File: config.mk
export PLATFORM = sky130hd
export DESIGN_NAME = clock_set_ctrl
export DESIGN_NICKNAME = d
export VERILOG_FILES = /design/src/rtl/clock_pkg.sv /design/src/rtl/bcd2_updown.sv /design/src/rtl/clock_set_ctrl.sv
export SDC_FILE = /design/constraint.sdc
export NUM_CORES = 1
export LEC_CHECK = 0
export ABC_AREA = 1
export BUFFER_PORTS_ARGS = -buffer_cell sky130_fd_sc_hd__buf_2
export CORE_MARGIN = 10
export CORE_UTILIZATION = 53
export DETAILED_ROUTE_END_ITERATION = 6
export MAX_ROUTING_LAYER = met4
export PLACE_DENSITY = 0.76
export SYNTH_ARGS = -nofsm -noshare
export SYNTH_HDL_FRONTEND = slang
export SYNTH_SLANG_ARGS = --single-unit
File: constraint.sdc
create_clock -name clk -period 2.2 [get_ports clk]
set_clock_uncertainty 0.05 [all_clocks]
set_input_delay 0.11 -clock clk [delete_from_list [all_inputs] [get_ports clk]]
set_output_delay 0.11 -clock clk [all_outputs]
set_load 0.03 [all_outputs]
File: src/rtl/clock_pkg.sv
// Shared types and codes for the HH:MM:SS time-setting controller.
package clock_pkg;

  typedef logic [7:0] bcd2_t;

  typedef enum logic [1:0] {RUN, SET_HH, SET_MM, SET_SS} clk_mode_t;

  localparam logic [1:0] BLINK_HH   = 2'b00;
  localparam logic [1:0] BLINK_MM   = 2'b01;
  localparam logic [1:0] BLINK_SS   = 2'b10;
  localparam logic [1:0] BLINK_NONE = 2'b11;

  function automatic logic [1:0] blink_code(input clk_mode_t m);
    case (m)
      SET_HH:  return BLINK_HH;
      SET_MM:  return BLINK_MM;
      SET_SS:  return BLINK_SS;
      default: return BLINK_NONE;
    endcase
  endfunction

endpackage

File: src/rtl/bcd2_updown.sv
// Two-digit BCD up/down counter wrapping between 00 and MAX.
module bcd2_updown
  import clock_pkg::*;
#(
  parameter bcd2_t MAX = 8'h59
) (
  input  logic  clk,
  input  logic  rst,
  input  logic  inc,
  input  logic  dec,
  output bcd2_t value,
  output logic  carry_out
);

  bcd2_t value_q, value_d;

  always_comb begin
    value_d = value_q;
    if (inc && !dec) begin
      if (value_q == MAX)
        value_d = 8'h00;
      else if (value_q[3:0] == 4'd9)
        value_d = {value_q[7:4] + 4'd1, 4'd0};
      else
        value_d = {value_q[7:4], value_q[3:0] + 4'd1};
    end else if (dec && !inc) begin
      if (value_q == 8'h00)
        value_d = MAX;
      else if (value_q[3:0] == 4'd0)
        value_d = {value_q[7:4] - 4'd1, 4'd9};
      else
        value_d = {value_q[7:4], value_q[3:0] - 4'd1};
    end
  end

  always_ff @(posedge clk) begin
    if (rst) value_q <= 8'h00;
    else     value_q <= value_d;
  end

  assign value     = value_q;
  assign carry_out = inc & (value_q == MAX);

endmodule

File: src/rtl/clock_set_ctrl.sv
// Timekeeping plus field-setting mode FSM with inactivity timeout back to RUN.
module clock_set_ctrl
  import clock_pkg::*;
#(
  parameter bcd2_t HOUR_MAX  = 8'h23,
  parameter int    TIMEOUT_S = 10
) (
  input  logic       clk,
  input  logic       rst,
  input  logic       tick_1hz,
  input  logic       btn_mode,
  input  logic       btn_inc,
  input  logic       btn_dec,
  output bcd2_t      hh,
  output bcd2_t      mm,
  output bcd2_t      ss,
  output logic [1:0] blink_sel,
  output logic       setting
);

  localparam int TW = $clog2(TIMEOUT_S + 1);

  clk_mode_t     state_q, state_d;
  logic [TW-1:0] tmo_q, tmo_d;
  logic          any_btn, edit_inc, edit_dec;
  logic          hh_inc, hh_dec, mm_inc, mm_dec, ss_inc, ss_dec;
  logic          hh_carry, mm_carry, ss_carry;

  assign any_btn  = btn_mode | btn_inc | btn_dec;
  // A mode pulse swallows a simultaneous inc/dec.
  assign edit_inc = btn_inc & ~btn_mode;
  assign edit_dec = btn_dec & ~btn_mode;

  always_comb begin
    hh_inc = 1'b0; hh_dec = 1'b0;
    mm_inc = 1'b0; mm_dec = 1'b0;
    ss_inc = 1'b0; ss_dec = 1'b0;
    case (state_q)
      RUN: begin
        ss_inc = tick_1hz;
        mm_inc = ss_carry;
        hh_inc = mm_carry;
      end
      SET_HH: begin hh_inc = edit_inc; hh_dec = edit_dec; end
      SET_MM: begin mm_inc = edit_inc; mm_dec = edit_dec; end
      SET_SS: begin ss_inc = edit_inc; ss_dec = edit_dec; end
      default: ;
    endcase
  end

  always_comb begin
    state_d = state_q;
    tmo_d   = tmo_q;
    if (btn_mode) begin
      tmo_d = '0;
      case (state_q)
        RUN:     state_d = SET_HH;
        SET_HH:  state_d = SET_MM;
        SET_MM:  state_d = SET_SS;
        default: state_d = RUN;
      endcase
    end else if (state_q == RUN) begin
      tmo_d = '0;
    end else if (any_btn) begin
      tmo_d = '0;
    end else if (tick_1hz) begin
      // The tick that would make the count reach TIMEOUT_S exits immediately.
      if (tmo_q == TW'(TIMEOUT_S - 1)) begin
        state_d = RUN;
        tmo_d   = '0;
      end else begin
        tmo_d = tmo_q + 1'b1;
      end
    end
  end

  always_ff @(posedge clk) begin
    if (rst) begin
      state_q   <= RUN;
      tmo_q     <= '0;
      blink_sel <= BLINK_NONE;
      setting   <= 1'b0;
    end else begin
      state_q   <= state_d;
      tmo_q     <= tmo_d;
      blink_sel <= blink_code(state_d);
      setting   <= (state_d != RUN);
    end
  end

  bcd2_updown #(.MAX(8'h59)) u_ss (
    .clk(clk), .rst(rst), .inc(ss_inc), .dec(ss_dec), .value(ss), .carry_out(ss_carry)
  );

  bcd2_updown #(.MAX(8'h59)) u_mm (
    .clk(clk), .rst(rst), .inc(mm_inc), .dec(mm_dec), .value(mm), .carry_out(mm_carry)
  );

  bcd2_updown #(.MAX(HOUR_MAX)) u_hh (
    .clk(clk), .rst(rst), .inc(hh_inc), .dec(hh_dec), .value(hh), .carry_out(hh_carry)
  );

  logic unused_hh_carry;
  assign unused_hh_carry = hh_carry;

endmodule

==> metrics.md <==
| Metric | Value |
|---|---|
| DRC | 0 |
| WS Path Type | flip-flop to flip-flop |
| Core area | 4850 um2 |
| WL/cell | 12.4 um |
| Critical path data required time | 2.34 ns |
| Number of synthesized flops with an enable pin | 0 |
| Clock share of power | 24.2% |
| Switching power | 758 uW |
| Bufs on Longest Clock Path | 2 |
| Fin util | 65.7% |
| R2R Setup Slk | 0.20 ns |
| Share of cells above drive strength 1 | 20.3% |
| Drt pass-1 iters | 5 |
| Worst setup EP type | flip-flop |
| Setup TNS | 0 ns |
| WL final | 6660 um |
| Crit-path max FO | 10 |
| CP cell instances | ha_1 -> nand3_1 -> a21oi_2 -> nand2_1 -> nand2_2 -> a21oi_2 -> inv_1 -> ha_4 -> clkinv_4 -> nand2_2 -> inv_1 -> nor2_4 -> nand2_1 -> nand2_1 -> nor2_2 |
| Filler Cells Inserted | 440 |
| Slew Limit Fails | 0 |
| Iter 0 DRT Violations | 120 |
| Slew HR | 55.7% |
| Logic gate share of total power | 39.5% |
| CTS sink count | 33 |
| Syn Area/Cell | 6.49 um2 |
| Std-Cell Rows | 25 |
| Ports | 33 |
| H-tree lvl count | 2 |
| Dpl cell area | 3050 um2 |
| Final hold violations | 0 |
| TritonCTS clock tree | built |
| Min-delay src | tick_1hz |
| FFs w/ async S/R, synth | 0% |
| Number of buffers created by CTS | 5 |
| Min-Delay Path Class | input pin to flip-flop |
| Crit path buffers/inverters | 3 |
| Post-CTS Hold Buffers | 0 |
| Worst Hold Path Cells | 3 |
| Fin crit period | 2.00 ns |
| Endpoints failing setup | 0 |
| Sw frac | 39.3% |
| RSZ-0062 raised after global routing | no |
| DR vias/cell | 5.17 |
| Cell area after layout | 3190 um2 |
| Syn. warnings | 0 |
| Die width | 91.4 um |
| Final RePlAce weighted congestion | 0.914 |
| Routed Antenna Nets | 0 |
| Max Cap Violations | 0 |
| Critical path launch point type | flip-flop |
| Clock root buffer | clkbuf_8 |
| Int Power | 1170 uW |
| First-pass GRT wire length | 11400 um |
| CP Launch Point | state_q[0]$_SDFF_PP0_ |
| Reg power frac | 36.3% |
| Hold EP | tmo_q[0]$_SDFFE_PP0P_ |
| Most common cell after layout, fill and taps aside | nand2_1 |
| Clk_lat worst skew | 0.29 ns |
| Mapped Cells | 417 |
| Tightest Pin Transition | 0.664 ns |
| Gr ovfl total | 0 |
| #FFs+latches synth | 33 |
| Die height | 91.4 um |
| Slowest cell on crit path | dfxtp_4 |
| Die area | 8360 um2 |
| Initial Util | 55.8% |
| Peak VDD IR | 338 uV |
| Leak | 0.00160 uW |
| Most frequent cells in the layout | nand2_1, inv_1, nor2_1 |
| Final period utilization | 90.8% |
| Max incr delay on CP | 0.37 ns |
| Achievable Freq | 0.501 GHz |
| Sequential share of the synthesized area | 24.4% |
| # port buffers | 32 |
| FF-to-FF Start | state_q[0]$_SDFF_PP0_ |
| Worst path top cell family by delay | simple AND/OR/NAND/NOR gates |
| Count of cell types in the netlist | 33 |
| Area Overhead vs Synth | 17.8% |
| Vias | 2772 |
| Status | finished, final reports clean |
| Largest net degree at the start of global routing | 21 |
| Main synth FF type | dfxtp_1 |
| Most frequent cell on the critical path | nand2_1 |
| Initial antenna violation count | 0 |
| Antenna cell count | 0 |
| Worst-path clk slew | 0.07 ns |
| R2r worst-path depth | 15 |
| Syn Nets | 452 |
| Tot GR Track Use | 16.1% |
| Pwr Density | 606 nW/um2 |
| Final net count | 504 |
| Mapped Area | 2710 um2 |
| Critical Path AT | 2.13 ns |
| Vias in the first global route | 2705 |
| R2R Path End | u_hh.value[4]$_SDFFE_PP0P_ |
| Post-DP HPWL | 4990 um |
==> layout make-up <==
type / instances / area [um2] / area share [%]
clock buffers: 7 / 86.3 / 2.71
inverters: 70 / 268 / 8.41
flip-flops and latches: 33 / 672 / 21.1
well taps: 67 / 83.8 / 2.63
repair buffers: 50 / 295 / 9.27
multi-input cells: 309 / 1780 / 55.9
==> stage by stage <==
stage / hold WS, ns / power [uW] / worst slack (ns) / cells
final: 0.104 / 1930 / 0.202 / 536
after global routing: 0.102 / 2070 / 0.00684 / 536
after CTS: 0.0916 / 1930 / 0.0330 / 536
after detailed placement: 0.391 / 1450 / -0.0639 / 529
after global placement: 0.392 / 1440 / 0.0447 / 529
after floorplan: 0.240 / 1250 / 0.0124 / 417
==> power by group through the flow <==
stage / clock [uW] / combinational [uW] / sequential, uW
floorplan: 0 / 439 / 811
global placement: 0 / 729 / 710
detailed placement: 0 / 738 / 712
CTS: 483 / 746 / 700
global route: 508 / 858 / 708
finish: 468 / 762 / 700
==> worst reg2reg max path: stages (launching register included) <==
cell,delay [ns]
dfxtp_4,0.37
ha_1,0.18
nand3_1,0.11
a21oi_2,0.17
nand2_1,0.08
nand2_2,0.08
a21oi_2,0.06
inv_1,0.09
ha_4,0.18
clkinv_4,0.09
nand2_2,0.10
inv_1,0.07
nor2_4,0.11
nand2_1,0.05
nand2_1,0.07
nor2_2,0.05
==> repair_timing <==
action                                  in CTS  in global routing
resized for setup                            2                 14
pin swaps                                    0                  3
endpoints found under the setup margin       4                 18
buffers inserted                             0                  0
==> state kept, by name, summed over array words and instances, names as in the netlist <==
register / flops
state_q: 2
setting: 1
blink_sel: 2
u_ss.value: 8
u_hh.value: 8
u_mm.value: 8
tmo_q: 4
==> logic make-up (layout without fill, tap and decap cells) <==
kind of cell	after synthesis	in the layout	share of synthesized area, %
compound gates	60	60	12.0
xor+xnor	11	11	3.56
fa+ha+maj	29	29	13.4
buf+inv	75	127	11.0
flops	33	33	24.4
simple gates	209	209	35.6
==> synth_stat cells (3+ instances only) <==
master,count,area share (%)
inv_1,64,8.9
nand4_1,12,2.8
xor2_1,9,2.9
a21oi_1,24,4.4
nor2_2,6,1.4
nor2_4,3,1.2
dfxtp_1,33,24
nand3_2,3,1.1
nand2_2,4,0.92
nor3_1,4,0.74
inv_2,6,0.83
o21ai_0,25,4.6
ha_1,29,13
nor2_1,47,6.5
nand2_1,89,12
nand3_1,36,6.7
==> worst max path at each step <==
stage,cells after the start,endpoint
2_1_floorplan,14,u_hh.value[6]$_SDFFE_PP0P_
3_5_place_dp,15,u_hh.value[4]$_SDFFE_PP0P_
4_1_cts,15,u_hh.value[4]$_SDFFE_PP0P_
5_1_grt,17,u_hh.value[6]$_SDFFE_PP0P_
6_report,15,u_hh.value[4]$_SDFFE_PP0P_
3_3_place_gp,15,u_hh.value[4]$_SDFFE_PP0P_
==> routing by layer <==
metal	GRT usage, %	vias to the layer above	share of wire (%)
met5	-	-	0
met2	27.7	74	49
li1	-	1438	-
met1	18.2	1251	45
met3	3.54	9	4.9
met4	4.70	0	1.2
No activity file was read; power rests on OpenSTA's default activity.
